**src/rtl/jtcontra_gfx_tilemap.sv**
```systemverilog
// Tilemap renderer for the 007121: scans VRAM, fetches 4bpp tiles from SDRAM, and renders one line ahead into a ping-pong buffer.
// Define JTCONTRA_TILEMAP_OVERRUN_EN to add overrun_cnt, which counts lines aborted by HS before they finished.
module jtcontra_gfx_tilemap #(
    parameter int HOFFSET = 0,
    parameter int TILES   = 33
) (
    input  logic        clk,
    input  logic        rst_n,
    input  logic        pxl_cen,
    input  logic        LHBL,
    input  logic        HS,
    input  logic [8:0]  hdump,
    input  logic [8:0]  vrender,
    input  logic [8:0]  hpos,
    input  logic [7:0]  vpos,
    input  logic        flip,
    input  logic [2:0]  tile_bank,
    output logic [10:0] vram_addr,
    input  logic [7:0]  vram_data,
    output logic [16:0] rom_addr,
    output logic        rom_cs,
    input  logic [15:0] rom_data,
    input  logic        rom_ok,
    output logic [6:0]  pxl_out
`ifdef JTCONTRA_TILEMAP_OVERRUN_EN
    ,
    output logic [7:0]  overrun_cnt
`endif
);

    typedef enum logic [2:0] {IDLE, ATTR, CODE, CAP, ROM0, ROM1, WRITE, NEXT} state_t;

    state_t      state;
    logic        hs_last;
    logic        hs_rise;
    logic [7:0]  hpos_l;
    logic        flip_l;
    logic [2:0]  bank_l;
    logic [7:0]  vrow;
    logic        wbank;
    logic        rbank;
    logic [5:0]  n;
    logic [7:0]  attr;
    logic        rom_skip;
    logic [15:0] word_a;
    logic [15:0] word_b;
    logic [2:0]  wcnt;

    logic [7:0]  v_start;
    logic [5:0]  n_next;
    logic [7:0]  c_next;
    logic        hflip;
    logic [2:0]  row;
    logic [31:0] pix_bits;
    logic [4:0]  pix_sh;
    logic [3:0]  nib;
    logic signed [9:0] xpos;
    logic        wr_en;
    logic [8:0]  wr_addr;
    logic [7:0]  rd_col;
    logic [8:0]  rd_addr;
    logic        unused_bits;

    logic [6:0]   lbuf [0:511];
    logic [511:0] valid;

    assign hs_rise  = HS & ~hs_last;
    assign v_start  = (flip ? ~vrender[7:0] : vrender[7:0]) + vpos;
    assign n_next   = n + 6'd1;
    assign c_next   = {n_next[4:0], 3'b000} + hpos_l;
    assign hflip    = attr[5] ^ flip_l;
    assign row      = vrow[2:0] ^ {3{attr[4]}};

    // word_a is the half fetched first; under hflip that is half 1, read out nibble-reversed
    assign pix_bits = hflip ? {word_b, word_a} : {word_a, word_b};
    assign pix_sh   = hflip ? {wcnt, 2'b00} : 5'd28 - {wcnt, 2'b00};
    assign nib      = pix_bits[pix_sh +: 4];

    assign xpos     = $signed({1'b0, n, wcnt}) - $signed({7'd0, hpos_l[2:0]});
    assign wr_en    = (state == WRITE) && !xpos[9] && !xpos[8];
    assign wr_addr  = {wbank, flip_l ? ~xpos[7:0] : xpos[7:0]};
    assign rd_col   = hdump[7:0] + 8'(HOFFSET);
    assign rd_addr  = {rbank, rd_col};

    assign unused_bits = &{1'b0, hpos[8], vrender[8]};

    always_ff @(posedge clk or negedge rst_n) begin
        if (!rst_n) begin
            state     <= IDLE;
            hs_last   <= 1'b0;
            hpos_l    <= 8'd0;
            flip_l    <= 1'b0;
            bank_l    <= 3'd0;
            vrow      <= 8'd0;
            wbank     <= 1'b0;
            rbank     <= 1'b0;
            n         <= 6'd0;
            attr      <= 8'd0;
            rom_skip  <= 1'b0;
            word_a    <= 16'd0;
            word_b    <= 16'd0;
            wcnt      <= 3'd0;
            vram_addr <= 11'd0;
            rom_addr  <= 17'd0;
            rom_cs    <= 1'b0;
        end else begin
            hs_last <= HS;
            if (hs_rise) begin
                // A new line always wins, even over an unfinished one
                hpos_l    <= hpos[7:0];
                flip_l    <= flip;
                bank_l    <= tile_bank;
                vrow      <= v_start;
                wbank     <= vrender[0];
                rbank     <= ~vrender[0];
                n         <= 6'd0;
                vram_addr <= {1'b0, v_start[7:3], hpos[7:3]};
                rom_cs    <= 1'b0;
                state     <= ATTR;
            end else begin
                case (state)
                    IDLE: ;
                    ATTR: begin
                        vram_addr <= {1'b1, vram_addr[9:0]};
                        state     <= CODE;
                    end
                    CODE: begin
                        attr  <= vram_data;
                        state <= CAP;
                    end
                    CAP: begin
                        rom_addr <= {bank_l, attr[6], attr[7], vram_data, row, hflip};
                        rom_cs   <= 1'b1;
                        rom_skip <= 1'b1;
                        state    <= ROM0;
                    end
                    ROM0: begin
                        if (rom_skip) begin
                            rom_skip <= 1'b0;
                        end else if (rom_ok) begin
                            word_a   <= rom_data;
                            rom_addr <= {rom_addr[16:1], ~rom_addr[0]};
                            rom_skip <= 1'b1;
                            state    <= ROM1;
                        end
                    end
                    ROM1: begin
                        if (rom_skip) begin
                            rom_skip <= 1'b0;
                        end else if (rom_ok) begin
                            word_b <= rom_data;
                            rom_cs <= 1'b0;
                            wcnt   <= 3'd0;
                            state  <= WRITE;
                        end
                    end
                    WRITE: begin
                        wcnt <= wcnt + 3'd1;
                        if (wcnt == 3'd7) state <= NEXT;
                    end
                    NEXT: begin
                        n <= n_next;
                        if (n_next == 6'(TILES)) begin
                            state <= IDLE;
                        end else begin
                            vram_addr <= {1'b0, vrow[7:3], c_next[7:3]};
                            state     <= ATTR;
                        end
                    end
                    default: state <= IDLE;
                endcase
            end
        end
    end

    always_ff @(posedge clk) begin
        if (wr_en) lbuf[wr_addr] <= {attr[2:0], nib};
    end

    // Entries never written since reset read back as transparent
    always_ff @(posedge clk or negedge rst_n) begin
        if (!rst_n) begin
            valid <= '0;
        end else if (wr_en) begin
            valid[wr_addr] <= 1'b1;
        end
    end

    always_ff @(posedge clk or negedge rst_n) begin
        if (!rst_n) begin
            pxl_out <= 7'd0;
        end else if (pxl_cen) begin
            if (!LHBL || hdump[8]) begin
                pxl_out <= 7'd0;
            end else begin
                pxl_out <= valid[rd_addr] ? lbuf[rd_addr] : 7'd0;
            end
        end
    end

`ifdef JTCONTRA_TILEMAP_OVERRUN_EN
    always_ff @(posedge clk or negedge rst_n) begin
        if (!rst_n) begin
            overrun_cnt <= 8'd0;
        end else if (hs_rise && state != IDLE && overrun_cnt != 8'hFF) begin
            overrun_cnt <= overrun_cnt + 8'd1;
        end
    end
`endif

endmodule
```
**config.mk**
```make
export PLATFORM = sky130hd
export DESIGN_NAME = jtcontra_gfx_tilemap
export DESIGN_NICKNAME = d
export VERILOG_FILES = /design/src/rtl/jtcontra_gfx_tilemap.sv
export SDC_FILE = /design/constraint.sdc
export NUM_CORES = 2
export LEC_CHECK = 0
export BUFFER_PORTS_ARGS = -buffer_cell sky130_fd_sc_hd__clkbuf_2
export CORE_AREA = 2 2 538 753
export DETAILED_ROUTE_END_ITERATION = 8
export DIE_AREA = 0 0 540 755
export HOLD_SLACK_MARGIN = 0.15
export MAX_ROUTING_LAYER = met4
export PLACE_DENSITY = 0.56
export SETUP_SLACK_MARGIN = 0.02
export SLEW_MARGIN = 20
export SYNTH_ARGS = -nofsm -noshare
export SYNTH_HDL_FRONTEND = slang
export SYNTH_SLANG_ARGS = --single-unit
```
**constraint.sdc**
```tcl
create_clock -name clk -period 29.3 [get_ports clk]
set_input_delay 4.395 -clock clk [delete_from_list [all_inputs] [get_ports clk]]
set_output_delay 4.395 -clock clk [all_outputs]
set_load 0.01 [all_outputs]
```
* Word level (Yosys, flattened, before mapping)
Memories as Yosys holds them, arrays and structs flattened.
Index checks and enable logic that the tools add are counted.
** Word-level totals
- Register bits :: 624
- Memory bits (writable) :: 3584
- Input bits :: 69
- Output and inout bits :: 36
- Word-level logic and storage cells :: 128
- Memories :: 1
** Cells by class
- Add/sub/neg operators :: 6
- Magnitude comparators :: 3
- Eq/ne operators :: 21
- Shifts and indexed selects :: 1
- Muxes and demuxes :: 38
- Bitwise operators :: 12
- Reductions and logical operators :: 25
** Memories
- lbuf :: words 512, width 7, rd ports 1, clocked after memory_dff 0, wr ports 1, line 64 : logic [6:0] lbuf [0:511];
** Operator list (number)
- $or A512 B512 Y512 :: 1
- $pmux W17 S2 :: 1
- $mux W32 :: 1
- $shiftx A32 B6 Y4 :: 1
- $mux W3 :: 8
- $mux W11 :: 2
- $pmux W11 S2 :: 1
- $pmux W3 S7 :: 1
- $lt A9 B10 Y1 const B :: 2
- $add A8 B8 Y8 :: 2
- $mux W8 :: 2
- $not A8 Y8 :: 2
- $reduce_and A4 Y1 :: 4
- $eq A3 B3 Y1 const B :: 5
- $ne A3 B3 Y1 const B :: 5
- $mux W7 :: 2
- $mux W1 :: 12
- $mux W6 :: 2
- $ne A2 B2 Y1 const B :: 6
- $sub A9 B3 Y10 :: 1
- $bmux W1 S9 :: 1
- $demux W1 S9 :: 1
- $ge A9 B1 Y1 const B :: 1
- $reduce_and A3 Y1 :: 3
- other kinds (23) :: 39

* Logic depth before layout (Yosys ltp)
- Word-level depth :: 8
- Gate-level depth with buffers :: 16
- Depth with buffers taken out :: 12

* Worst setup path before layout
No wires, ideal clock.
- Kind :: flip-flop to flip-flop
- Start :: register flip_l
- End :: memory lbuf[0][0] (data pin)
- Library setup time :: 4.167 ns
- Data arrival time :: 21.720 ns
- Data required time :: 25.133 ns
- Slack :: 3.414 ns
- Stages on the path, launching flop included :: 9
- Buffers on the path :: 3
- Clock period less this slack :: 25.886 ns
- Path through :: dfrtp_1 clkbuf_1 buf_1 xor2_1 clkbuf_1 nand2_1 a21oi_1 a21oi_1 o21ai_0
** On the way
- Word-level cells in the longest chain between the ends :: 3
- Elaborated cells on any way between the ends :: 4
- Those cells by class :: shift (1); mux (2); bitwise (1)
** Ends and longest elaborated chain
- start: declaration :: line 37 : logic flip_l;
- start signal: assignment :: line 111 : flip_l <= flip;
- $xor A1 B1 Y1 * :: line 71 : assign hflip = attr[5] ^ flip_l;
- $mux W32 or $mux W5 (tied branches) :: line 75, 76
- $shiftx A32 B6 Y4 * :: line 77 : assign nib = pix_bits[pix_sh +: 4];
- via nib[0] :: line 56 : logic [3:0] nib;
- end: declaration :: line 64
Mark *: on every way through the listed nets, which the timed path passes. The rest lies on a longest branch.

* Worst setup path after layout
- Start :: input port hdump[0]
- End :: register pxl_out[6]
** On the way
- Word-level cells in the longest chain between the ends :: 4
- Elaborated cells on any way between the ends :: 5
- Those cells by class :: mux (4); memory (1)
** Ends and longest elaborated chain
- start: declaration :: line 12 : input logic [8:0] hdump,
- $bmux W1 S9 :: line 196 : pxl_out <= valid[rd_addr] ? lbuf[rd_addr] : 7'd0;
- $mux W1 (implied by the code) :: line 196
- $mux W7 * :: line 196
- $mux W7 * :: line 193 : if (!LHBL || hdump[8]) begin
- end signal: assignment :: line 196
- end: declaration :: line 24 : output logic [6:0] pxl_out
Every way passes the cells marked *; elsewhere a longest branch is shown, timed or not. The select of a mux whose other input is x is not followed.
A chain may end at the register's enable or synchronous reset.

==> impl_metrics.py <==
metrics = {
    "run_status": {
        "outcome": "finished clean",
    },
    "timing": {
        "finalSetupViolations": 0,
        "finalMaxSlewViolations": 0,
        "period_minus_slack_ns": 10.01,
        "worst_pin_slew_ns": 1.321,
        "fmax_ghz": 0.09993,
        "clock_skew_ns": 0.07012,
        "slew_headroom_pct": 11.93,
        "final_hold_viol_count": 0,
        "grt_setup_unrepaired": "no",
        "min_period_over_period_pct": 34.15,
        "setup_tns_ns": 0,
    },
    "yosys": {
        "ys_warn_count": 0,
        "syn_area_per_cell_sq_um": 19.10,
        "synthArstFlopShare_pct": 14.81,
        "synth_fp_nets": 8870,
        "synth-edff-count": 3584,
        "syn_area_sq_um": 167700,
        "synth-seq-cells": 4207,
        "syn-instance-count": 8780,
        "netlist-cell-type-count": 79,
        "ys.flop_type": "edfxtp_1",
        "synth-seq-area-share_pct": 73.47,
    },
    "cts": {
        "cts_setup_buffers": 0,
        "numCtsBuffers": 402,
        "h-tree-depth": 5,
        "cts_sinks": 4207,
        "ctsResizeCount": 0,
        "cts_max_path_buffers": 4,
        "clkTransAtPathRegs_ns": 0.07,
        "clockRootBuffer": "clkbuf_16",
        "clk_latency_ns": 0.98,
        "cts_hold_buf": 0,
        "tritoncts": "yes",
    },
    "placed_design": {
        "hpwl_um": 296600,
        "portBuffers": 102,
        "routabilityCongestion": 0.8429,
        "dp.cells": 13780,
    },
    "min_path": {
        "whs_path_depth": 1,
        "hold_class": "flip-flop to flip-flop",
        "min_from": "valid[454]$_DFFE_PN0P_",
        "whs_endpoint": "valid[454]$_DFFE_PN0P_",
    },
    "critical_path": {
        "cp_slowest_cell": "buf_4",
        "r2r-start": "wcnt[0]$_DFFE_PN0P_",
        "critical_path_class": "input port to flip-flop",
        "reg2reg_to": "lbuf[59][2]$_DFFE_PP_",
        "max_stage_delay_ns": 0.74,
        "worst-path-buf-inv": 5,
        "reg2reg_slack_ns": 22.73,
        "cp_data_required_time_ns": 30.11,
        "worst_setup_path_start_kind": "input port",
        "endpoint_kind": "flip-flop",
        "cpMostUsedCell": "buf_4",
        "cp_max_fo": 75,
        "cp.arrival_ns": 10.82,
        "ff2ff_path_depth": 14,
        "crit_family": "buffers and inverters",
        "crit_chain": "buf_12 -> buf_4 -> buf_4 -> buf_4 -> buf_4 -> mux4_2 -> and4_1 -> a31oi_1 -> nand4b_1 -> a2111oi_1 -> o22ai_1 -> a221oi_4 -> o22ai_1",
    },
    "floorplan": {
        "core_sq_um": 400500,
        "dieArea_sq_um": 407700,
        "die_y_um": 755,
        "initial_core_util_pct": 41.87,
        "rows": 275,
        "ioPinCount": 105,
        "dieWidth_um": 540,
    },
    "final_layout": {
        "utilization_pct": 46.63,
        "layout-drive-gt1-share_pct": 21.36,
        "most-common-layout-cells": "edfxtp_1 (3584), mux4_2 (880), nor2_1 (623), dfrtp_1 (620), o21bai_1 (517)",
        "ff_latch_area_sq_um": 123200,
        "layout_commonest_cell": "edfxtp_1",
        "final_nets": 9013,
        "fill_cells": 33620,
        "area_growth_pct": 11.37,
        "multi_input_area_sq_um": 40820,
        "final_cells": 14530,
    },
    "pwr": {
        "p_comb_share_pct": 17.0,
        "power_per_cell_area_nw_per_um2": 87.74,
        "ir_drop_mv": 0.1793,
        "switching_share_pct": 28.97,
        "seqPwrFrac_pct": 50.5,
        "power.switching_mw": 4.746,
        "p_int_mw": 11.64,
        "total_power_mw": 16.39,
        "leakage_nw": 62.14,
        "clockPowerShare_pct": 32.5,
    },
    "run": {
        "maxCapViolations": 0,
    },
    "route": {
        "drc": 0,
        "drt-wirelength-per-cell_um": 33.23,
        "drt_iter0_markers": 9322,
        "vias_per_cell": 5.988,
        "vias": 87020,
        "routed_wl_um": 482900,
        "firstDrtPassIters": 5,
        "ant_nets": 0,
    },
    "grt": {
        "grt_pass1_wl_um": 686400,
        "antenna_found_initial": 19,
        "track_usage_pct": 24.21,
        "grt_overflow_total": 0,
        "grt_max_degree": 187,
        "first_global_vias": 90080,
    },
}
## routing by layer
metal / track usage (%) / vias to the layer above / share of wire [%]
li1: - / 35760 / -
met1: 29.34 / 47120 / 38
met3: 2.974 / 810 / 5.8
met4: 11.00 / 0 / 5.2
met2: 40.70 / 3339 / 51
met5: - / - / 0
## kinds of logic (layout without fill, tap and decap cells)
kind of cell	after synthesis	count (layout)	synth area share [%]
compound gates	1271	1271	5.397
xor+xnor	52	52	0.2716
fa+ha+maj	21	21	0.1701
buf+inv	645	1121	2.370
flops	4207	4207	73.47
mux	1360	1360	15.19
other cells	0	14	0
simple gates	1224	1224	3.127
## stage by stage
stage               hold WS (ns)  setup WS (ns)  area, sq um
detailed placement        0.4540          18.32       173400
global route              0.4788          18.97       186700
CTS                       0.4715          19.35       186700
floorplan                 0.4341          3.414       167700
global placement          0.4494          18.27       173400
finish                    0.4688          19.29       186800
## worst reg2reg max path, delay by kind of cell (launching register included)
family                     cells  cell delay [ns]
AOI/OAI and AO/OA              3             1.60
adders and majority gates      2             0.67
buffers and inverters          5             1.90
DFF                            1             0.36
and+or+nand+nor                4             1.65
## state kept, by name (all words and copies together) (netlist names), 6 cells and up
register / flops
n: 6
hpos_l: 8
lbuf: 3584
valid: 512
word_b: 16
pxl_out: 7
vrow: 8
attr: 7
rom_addr: 17
word_a: 16
vram_addr: 11
## Yosys cell counts, drive strengths merged (7+ instances only)
cell type	n	area (sq um)
a2111oi	11	122.6
a211oi	46	345.3
a21o	9	67.56
a21oi	156	780.8
a221oi	18	175.2
a22o	13	113.9
a22oi	85	638.1
a311oi	12	105.1
a31oi	17	106.4
a32oi	9	78.83
and2	19	118.9
and3	15	93.84
buf	312	2614
clkbuf	305	1256
dfrtp	623	15590
edfxtp	3584	107600
ha	18	225.2
inv	27	101.4
mux2	69	777.0
mux2i	364	3643
mux4	927	21050
nand2	288	1081
nand2b	17	106.4
nand3	64	320.3
nand4	17	106.4
nor2	634	2380
nor2b	35	219.0
nor3	68	340.3
nor4	18	112.6
o2111ai	8	70.07
o211ai	16	120.1
o21ai	73	365.3
o21bai	517	3881
o221ai	78	683.2
o22ai	152	950.9
o311ai	8	70.07
o32ai	7	61.31
o41ai	7	61.31
or2	10	62.56
or3	10	62.56
or4	8	60.06
xnor2	24	210.2
xor2	28	245.2
## cell type report
class | instances | share of cell area [%]
diodes | 14 | 0.01876
clock buffers | 499 | 5.764
clock inverters | 238 | 1.361
inverters | 28 | 0.06365
multi-input cells | 3928 | 21.86
flip-flops and latches | 4207 | 65.98
well taps | 5263 | 3.526
repair buffers | 356 | 1.429
## how the worst max path moves through the flow
stage / start / end / cells after the start
floorplan: flip_l$_DFFE_PN0P_ / lbuf[0][0]$_DFFE_PP_ / 8
global placement: hdump[0] / pxl_out[1]$_DFFE_PN0P_ / 13
detailed placement: hdump[0] / pxl_out[6]$_DFFE_PN0P_ / 13
CTS: hdump[0] / pxl_out[6]$_DFFE_PN0P_ / 13
global route: hdump[0] / pxl_out[6]$_DFFE_PN0P_ / 13
finish: hdump[0] / pxl_out[6]$_DFFE_PN0P_ / 13
## power groups by stage
| stage | clock network (mW) | logic [mW] | registers, mW |
|---|---|---|---|
| after global placement | 0 | 2.64 | 8.40 |
| after global routing | 5.62 | 2.97 | 8.29 |
| after CTS | 5.40 | 2.79 | 8.29 |
| after detailed placement | 0 | 2.79 | 8.42 |
| after floorplan | 0 | 1.15 | 10.3 |
| final | 5.32 | 2.79 | 8.28 |
Power figures use the tool's default switching activity.
